$ cat config.mk
export PLATFORM = sky130hd
export DESIGN_NAME = score_display_ctrl
export DESIGN_NICKNAME = d
export VERILOG_FILES = /design/src/rtl/score_display_ctrl.sv
export SDC_FILE = /design/constraint.sdc
export NUM_CORES = 1
export LEC_CHECK = 0
export BUFFER_PORTS_ARGS = -buffer_cell sky130_fd_sc_hd__buf_2
export CELL_PAD_IN_SITES_DETAIL_PLACEMENT = 0
export CELL_PAD_IN_SITES_GLOBAL_PLACEMENT = 1
export CORE_AREA = 2 2 96 98
export DETAILED_ROUTE_END_ITERATION = 7
export DIE_AREA = 0 0 98 100
export GPL_TIMING_DRIVEN = 0
export PLACE_DENSITY = 0.81
export REMOVE_ABC_BUFFERS = 1
export SETUP_SLACK_MARGIN = 0.02
export SLEW_MARGIN = 0
export SYNTH_ARGS = -nofsm -noshare
export SYNTH_HDL_FRONTEND = slang
export SYNTH_SLANG_ARGS = --single-unit
$ cat constraint.sdc
create_clock -name clk -period 4 [get_ports clk]
set_clock_uncertainty 0.1 [all_clocks]
set_input_delay 0.8 -clock clk [delete_from_list [all_inputs] [get_ports clk]]
set_output_delay 0.8 -clock clk [all_outputs]
set_load 0.02 [all_outputs]
$ cat src/rtl/score_display_ctrl.sv
// Score readout controller: 8-bit binary score -> 3 BCD digits via a
// multi-cycle double-dabble engine, leading-zero blanking, and a 4-slot
// multiplexed seven-segment scan (digit 3 is always blank).
module score_display_ctrl #(
    parameter int SCAN_DIV = 100000,
    parameter int NUM_AN   = 4
) (
    input  logic              clk,
    input  logic              rst_n,
    input  logic [7:0]        score,
    input  logic              score_valid,
    output logic              busy,
    output logic [NUM_AN-1:0] an,
    output logic [6:0]        seg,
    output logic              dp
);

    localparam int PW = (SCAN_DIV > 2) ? $clog2(SCAN_DIV) : 1;
    localparam logic [PW-1:0] PRESC_MAX = PW'(SCAN_DIV - 1);

    typedef enum logic [1:0] {
        IDLE   = 2'd0,
        LOAD   = 2'd1,
        SHIFT  = 2'd2,
        COMMIT = 2'd3
    } state_t;

    state_t      state;
    logic [7:0]  cap;        // value accepted for the conversion about to run
    logic        pend;       // a request arrived while busy
    logic [7:0]  pend_val;   // newest request seen while busy (last wins)
    logic [7:0]  shreg;      // binary bits still to be shifted in
    logic [11:0] scr;        // scratch {hund,tens,ones} during conversion
    logic [2:0]  bitcnt;
    logic [3:0]  hund, tens, ones;  // digits currently on display

    logic [PW-1:0] presc;
    logic [1:0]    idx;

    logic [11:0] adj;
    logic [6:0]  slot_seg;
    logic [NUM_AN-1:0] slot_an;

    // Decimal point is never used on the score readout.
    assign dp = 1'b1;

    // Add-3 correction for a BCD column before it is doubled.
    function automatic logic [3:0] add3(input logic [3:0] n);
        return (n >= 4'd5) ? n + 4'd3 : n;
    endfunction

    // Active-low segment pattern {g,f,e,d,c,b,a}; anything above 9 is blank.
    function automatic logic [6:0] enc(input logic [3:0] d);
        logic [6:0] s;
        case (d)
            4'd0:    s = 7'h40;
            4'd1:    s = 7'h79;
            4'd2:    s = 7'h24;
            4'd3:    s = 7'h30;
            4'd4:    s = 7'h19;
            4'd5:    s = 7'h12;
            4'd6:    s = 7'h02;
            4'd7:    s = 7'h78;
            4'd8:    s = 7'h00;
            4'd9:    s = 7'h10;
            default: s = 7'h7F;
        endcase
        return s;
    endfunction

    // Per-iteration column correction of the scratch digits.
    always_comb begin
        adj = {add3(scr[11:8]), add3(scr[7:4]), add3(scr[3:0])};
    end

    // Conversion sequencer; also latches requests that arrive while busy.
    always_ff @(posedge clk or negedge rst_n) begin
        if (!rst_n) begin
            state    <= IDLE;
            busy     <= 1'b0;
            cap      <= 8'h00;
            pend     <= 1'b0;
            pend_val <= 8'h00;
            shreg    <= 8'h00;
            scr      <= 12'h000;
            bitcnt   <= 3'd0;
            hund     <= 4'd0;
            tens     <= 4'd0;
            ones     <= 4'd0;
        end else begin
            if (state != IDLE && score_valid) begin
                pend     <= 1'b1;
                pend_val <= score;
            end
            case (state)
                IDLE: begin
                    if (score_valid || pend) begin
                        cap   <= score_valid ? score : pend_val;
                        pend  <= 1'b0;
                        busy  <= 1'b1;
                        state <= LOAD;
                    end
                end
                LOAD: begin
                    scr    <= 12'h000;
                    shreg  <= cap;
                    bitcnt <= 3'd0;
                    state  <= SHIFT;
                end
                SHIFT: begin
                    {scr, shreg} <= {adj[10:0], shreg, 1'b0};
                    bitcnt       <= bitcnt + 3'd1;
                    if (bitcnt == 3'd7) state <= COMMIT;
                end
                COMMIT: begin
                    // Digits swap together so the display never shows a mix.
                    {hund, tens, ones} <= scr;
                    busy  <= 1'b0;
                    state <= IDLE;
                end
                default: state <= IDLE;
            endcase
        end
    end

    // Pattern and anode for the slot currently selected by the scan index.
    always_comb begin
        slot_seg = 7'h7F;
        slot_an  = ~(NUM_AN'(1) << idx);
        case (idx)
            2'd0: slot_seg = enc(ones);
            2'd1: if (hund != 4'd0 || tens != 4'd0) slot_seg = enc(tens);
            2'd2: if (hund != 4'd0) slot_seg = enc(hund);
            default: slot_seg = 7'h7F;
        endcase
    end

    // Scan prescaler, slot index and registered display pins.
    always_ff @(posedge clk or negedge rst_n) begin
        if (!rst_n) begin
            presc <= '0;
            idx   <= 2'd0;
            an    <= '1;
            seg   <= 7'h7F;
        end else begin
            if (presc == PRESC_MAX) begin
                presc <= '0;
                idx   <= idx + 2'd1;
            end else begin
                presc <= presc + PW'(1);
            end
            an  <= slot_an;
            seg <= slot_seg;
        end
    end

endmodule

==> results.yml, run 1 <==
route:
  drtIter0Drc: 93
  drc: 0
  drt.antenna.violating_nets: 0
  routedWlPerCell_um: 13.95
  vias_per_cell: 5.484
  routed_wl_um: 7977
  vias: 3137
  dr.pass1.iters: 6
clocking:
  cts_tree: "built"
  worstSkewPairLatency_ns: 0.35
  cts_resized: 0
  path_clk_slew_ns: 0.10
  ctsHtreeMaxLevel: 3
  cts_hold_buf: 0
  cts_buffer_depth: 2
  cts_inserted_buffers: 9
  cts_root_buffer: "clkbuf_8"
  post_cts.repair.setup_buffers: 0
  cts_sinks: 85
sta:
  fin_tns_setup_ns: 0
  setup_violations: 0
  period_needed_ns: 2.448
  hold_violations: 0
  fmax_ghz: 0.4085
  worst_pin_slew_ns: 1.104
  relSlewSlack: 0.2640
  rsz0062_at_grt: "no"
  drv_slew: 0
  timing.final.crit_share: 0.6120
placement:
  portBuffers: 22
  place_congestion: 0.7984
  dp_hpwl_um: 5537
synthesis:
  synthCells: 444
  synth_area_mm2: 0.004496
  synthTopCellsByArea: "dfrtp_1, ha_1, dfstp_2"
  synth_edf_count: 0
  yosys_warnings: 0
  syn_avg_cell_area_um2: 10.13
  async_flop_share: 1.000
  synth_ff_type: "dfrtp_1"
  ys_seq_area_frac: 0.4762
  synth-seq-cells: 85
  synth.top_cell.area_share: 0.4119
  yosysTopAreaCell: "dfrtp_1"
  ys_types: 49
floorplan:
  core_mm2: 0.008890
  die_y_um: 100
  start_util: 0.5057
  io_pins: 24
  rows: 35
  die_x_um: 98
  die_area_mm2: 0.009800
critical_path:
  cp-end-kind: "register"
  critPathMaxFanout: 40
  start_kind: "register"
  critPathArrivalTime_ns: 2.61
  rr_worst_depth: 4
  path_class: "reg -> reg"
  r2r_slack_ns: 1.55
  crit_required_ns: 4.16
  r2r-end: "scr[8]$_DFFE_PN0P_"
  r2r-start: "state[0]$_DFFE_PN0P_"
finish:
  final_nets: 500
  drive_above_1_share: 0.1540
  final_common_cell: "dfrtp_1"
  final_cell_mix: "dfrtp_1, nand2_1, o21ai_0"
  diodes: 0
  area_growth_pct: 8.684
job:
  maxCapViolations: 0
power_and_ir_drop:
  pwr_density_cell_mw_per_mm2: 540.2
  leakagePower_nw: 2.165
  vdd_drop_max_mv: 0.3965
  total_power_mw: 2.639
worst_hold_path:
  hold_class: "in -> async"
global_routing:
  overflow: 0
  grt_pass1_vias: 2999
  grt_max_degree: 53
  grt_usage: 0.1720
  antenna_found_initial: 0
  grt_pass1_wl_um: 13910
outcome:
  status: "finished clean"
==> cells by family (layout without fill, tap and decap cells) <==
logic type,count (synthesis),in the layout,share of synthesized area
flops,85,85,0.4762
mux,27,27,0.06513
other cells,1,1,0.0008342
simple gates,129,129,0.1517
compound gates,92,92,0.1239
buf+inv,56,73,0.04954
fa+ha+maj,33,33,0.09185
xor+xnor,21,21,0.04091
==> synth_stat cells (all sizes together) (6+ instances only) <==
cell	instances
o21ai	36
nor2	26
clkbuf	17
nand3	10
inv	34
mux2	18
o22ai	6
dfrtp	74
ha	33
nand2	36
xnor2	16
dfstp	11
a22o	9
nor3	7
nand2b	9
a21oi	23
nand3b	10
mux2i	9
nor2b	8
==> flip-flops by register name (all words and copies together), names as in the netlist <==
register / flops
idx: 2
ones: 4
cap: 8
state: 2
tens: 4
scr: 12
pend_val: 8
busy: 1
an: 4
shreg: 8
pend: 1
presc: 17
hund: 4
bitcnt: 3
seg: 7
==> cell type report <==
type                       instances  area (um^2)
tap                              111        138.9
sequential                        85         2141
clock inverter                     6        68.82
timing repair buffer              23        140.1
fill                             793         4004
multi-input combinational        303         2132
clock buffer                      10        137.6
inverter                          34        127.6
==> worst max-delay path by stage <==
stage,slack (ns),start,to
after floorplan,1.94,presc[11]$_DFF_PN0_,idx[1]$_DFFE_PN0N_
after global placement,1.33,rst_n,pend_val[5]$_DFFE_PN0P_
after detailed placement,1.53,state[0]$_DFFE_PN0P_,scr[8]$_DFFE_PN0P_
after CTS,1.53,state[0]$_DFFE_PN0P_,scr[8]$_DFFE_PN0P_
after global routing,1.31,state[1]$_DFFE_PN0P_,scr[8]$_DFFE_PN0P_
final,1.55,state[0]$_DFFE_PN0P_,scr[8]$_DFFE_PN0P_
==> power by group <==
group	switching, mW	internal (mW)	total (mW)
logic	0.484	0.336	0.820
clock network	0.324	0.310	0.634
registers	0.125	1.06	1.19
==> critical path: stages (launching register included) <==
cell and delay (ns):
dfrtp_1 0.38, inv_1 0.07, ha_1 1.02, nand2_1 0.42, o32ai_1 0.37
==> metal layers <==
| layer | track usage | vias up | routed length, um |
|---|---|---|---|
| li1 | - | 1559 | - |
| met1 | 0.2401 | 1523 | 3967 |
| met2 | 0.2703 | 42 | 3646 |
| met3 | 0.02716 | 13 | 205 |
| met4 | 0.07158 | 0 | 157 |
| met5 | 0 | - | 0 |
==> through the flow <==
step | hold WS (ns) | std cells | util | area (um^2) | setup WS (ns)
after floorplan | 0.3498 | 422 | - | 4400 | 1.945
after global placement | 0.3780 | 555 | 0.5230 | 4649 | 1.326
after detailed placement | 0.3889 | 556 | 0.5264 | 4679 | 1.529
after CTS | 0.2882 | 572 | 0.5496 | 4886 | 1.531
after global routing | 0.3049 | 572 | 0.5496 | 4886 | 1.307
final | 0.2859 | 572 | 0.5496 | 4886 | 1.552
(Power assumes the default switching activity.)
==> inputs of run 2 (changes only) <==
Settings changed: ABC_AREA set to 1, CORE_AREA 2 2 96 98 to 2 2 109 111, DIE_AREA 0 0 98 100 to 0 0 111 113, PLACE_DENSITY 0.81 to 0.72.
Clock period 4 ns to 2.2 ns, I/O delays scaled along.
==> results.yml, run 2 <==
global_routing:
  grt_usage: 0.1502
  grt_pass1_wl_um: 15230
  grt_max_degree: 69
  grt_pass1_vias: 3342
  antenna_found_initial: 0
  overflow: 0
finish:
  largest_reg_flops: 17
  final_nets: 640
  fin_cells: 743
  post-route-util: 0.4624
  regMostFlops: "presc"
  final_cell_mix: "nand2_1, inv_1, dfrtp_1"
  final_common_cell: "nand2_1"
  diodes: 0
  largest_registers: "presc (17), scr (12)"
  area_growth_pct: 11.69
  drive_above_1_share: 0.1300
clocking:
  path_clk_slew_ns: 0.06
  cts_buffer_depth: 2
  worstSkewPairLatency_ns: 0.34
  cts_tree: "built"
  cts_inserted_buffers: 9
  post_cts.repair.setup_buffers: 0
  cts_root_buffer: "clkbuf_16"
  ctsHtreeMaxLevel: 3
  cts_sinks: 85
sta:
  relSlewSlack: 0.5101
  timing.final.crit_share: 0.8582
  rsz0062_at_grt: "no"
  hold_violations: 0
  fmax_ghz: 0.5296
  drv_slew: 0
  worst_pin_slew_ns: 0.7349
  period_needed_ns: 1.888
  setup_violations: 0
synthesis:
  synth-seq-cells: 85
  synth_area_mm2: 0.004667
  synth_ff_type: "dfrtp_1"
  synth.most_common_cell: "nand2_1"
  yosys_warnings: 0
  synth.top_cell.area_share: 0.3968
  async_flop_share: 1.000
  synthCells: 573
  synth_edf_count: 0
  synthTopCellsByArea: "dfrtp_1, nand2_1, ha_1"
  ys_seq_area_frac: 0.4587
  syn_avg_cell_area_um2: 8.145
  yosysTopAreaCell: "dfrtp_1"
  ys_types: 34
  netlist_top_cells_count: "nand2_1, inv_1, dfrtp_1, nand3_1, nor2_1"
route:
  vias: 3426
  routedWlPerCell_um: 11.49
  routed_wl_um: 8534
  vias_per_cell: 4.611
  dr.pass1.iters: 4
  drc: 0
  drt.antenna.violating_nets: 0
  drtIter0Drc: 128
placement:
  place_congestion: 0.8259
  portBuffers: 22
  dp_hpwl_um: 6170
  dpl.cell_count: 727
floorplan:
  io_pins: 24
  die_y_um: 113
  die_x_um: 111
  rows: 39
  start_util: 0.4140
  die_area_mm2: 0.01254
  core_mm2: 0.01127
power_and_ir_drop:
  pwr_density_cell_mw_per_mm2: 974.1
  vdd_drop_max_mv: 0.5918
  p_int_mw: 3.313
  p_seq_frac: 0.415
  clkPwrFrac: 0.282
  p_switching_mw: 1.764
  switching_share: 0.3475
  p_comb_frac: 0.303
  leakagePower_nw: 2.630
critical_path:
  start_kind: "register"
  rr_worst_depth: 6
  worst_path_most_repeated_cell: "nand2_1"
  r2r-end: "scr[3]$_DFFE_PN0P_"
  r2r_slack_ns: 0.31
  path_class: "reg -> reg"
  critPathMaxFanout: 17
  crit_required_ns: 2.36
  critPathArrivalTime_ns: 2.05
  cpPeakStageDelay_ns: 0.50
  r2r-start: "state[1]$_DFFE_PN0P_"
  crit_chain: "inv_1 -> ha_2 -> nand2_1 -> inv_2 -> nand2_1 -> o22ai_1"
  cpMaxStageDelayCell: "ha_2"
  cp-end-kind: "register"
worst_hold_path:
  min_to: "pend_val[6]$_DFFE_PN0P_"
  worstHoldStart: "score[6]"
  hold_class: "in -> reg"
  holdPathStages: 3
outcome:
  status: "finished clean"
job:
  maxCapViolations: 0
[run 2: cell count changes after synthesis, sizes merged, moves of 16 or more]
cell	before	now
inv	34	92
mux2	18	0
nand2	36	161
nand3	10	34
nor2	26	47
o21ai	36	53
xnor2	16	0
[run 2: how the worst max path moves through the flow]
stage	cells after the start	slack (ns)	startpoint	endpoint
floorplan	6	0.60	state[1]$_DFFE_PN0P_	scr[4]$_DFFE_PN0P_
detailed placement	6	0.1	state[1]$_DFFE_PN0P_	scr[3]$_DFFE_PN0P_
global placement	1	-0.18	rst_n	presc[2]$_DFF_PN0_
global route	6	0.07	state[1]$_DFFE_PN0P_	scr[9]$_DFFE_PN0P_
CTS	6	0.09	state[1]$_DFFE_PN0P_	scr[3]$_DFFE_PN0P_
finish	6	0.31	state[1]$_DFFE_PN0P_	scr[3]$_DFFE_PN0P_
[run 2: layout make-up]
cell class,count,area [um^2]
tap,143,178.9
fill,1099,6060
clock inverter,1,5.005
timing repair buffer,24,150.1
clock buffer,14,274.0
sequential,85,2141
multi-input combinational,383,2110
inverter,93,354.1
[run 2: worst max-delay path, delay by kind of cell (launching register included)]
kind                       cells  cell delay [ns]
and+or+nand+nor                2             0.33
adders and majority gates      1             0.50
AOI/OAI and AO/OA              1             0.13
DFF                            1             0.39
buffers and inverters          2             0.36
[run 2: routing by layer]
layer,GRT usage,wire length (um),part of all wire
met5,0,0,0
met4,0.07000,162,0.019
met3,0.02732,192,0.022
met2,0.2397,3784,0.44
met1,0.2001,4395,0.51
[run 2: power groups by stage]
stage / Sequential, mW / Combinational, mW / Clock [mW]
final: 2.11 / 1.54 / 1.43
after global routing: 2.15 / 1.81 / 1.56
after CTS: 2.11 / 1.57 / 1.49
after global placement: 2.13 / 1.53 / 0
after floorplan: 2.16 / 1.11 / 0
after detailed placement: 2.14 / 1.56 / 0
[run 2: cells by family after synthesis]
kind of cell | Yosys count | synth area share
other | 1 | 0.0008035
XOR/XNOR | 8 | 0.01501
AO/OA/AOI/OAI | 94 | 0.1180
AND/OR/NAND/NOR | 247 | 0.2292
adder cells (fa/ha/maj) | 33 | 0.08847
buffers and inverters | 105 | 0.08981
flip-flops | 85 | 0.4587
[run 2: timing repair]
action / CTS / global route
endpoints found under the setup margin: 0 / 17
resized for setup: 0 / 1
hold endpoints to repair: 6 / 0
hold buffers: 1 / 0
[run 2: metrics by stage]
step | setup WS, ns | total power [mW] | TNS, ns | instance area, um^2 | hold WS (ns)
detailed placement | 0.09924 | 3.701 | 0 | 4921 | 0.2363
global route | 0.07046 | 5.519 | 0 | 5213 | 0.2670
finish | 0.3120 | 5.078 | 0 | 5213 | 0.2586
CTS | 0.08571 | 5.171 | 0 | 5210 | 0.2438
global placement | -0.1836 | 3.657 | -13.19 | 4891 | 0.3558
floorplan | 0.6037 | 3.260 | 0 | 4602 | 0.04441
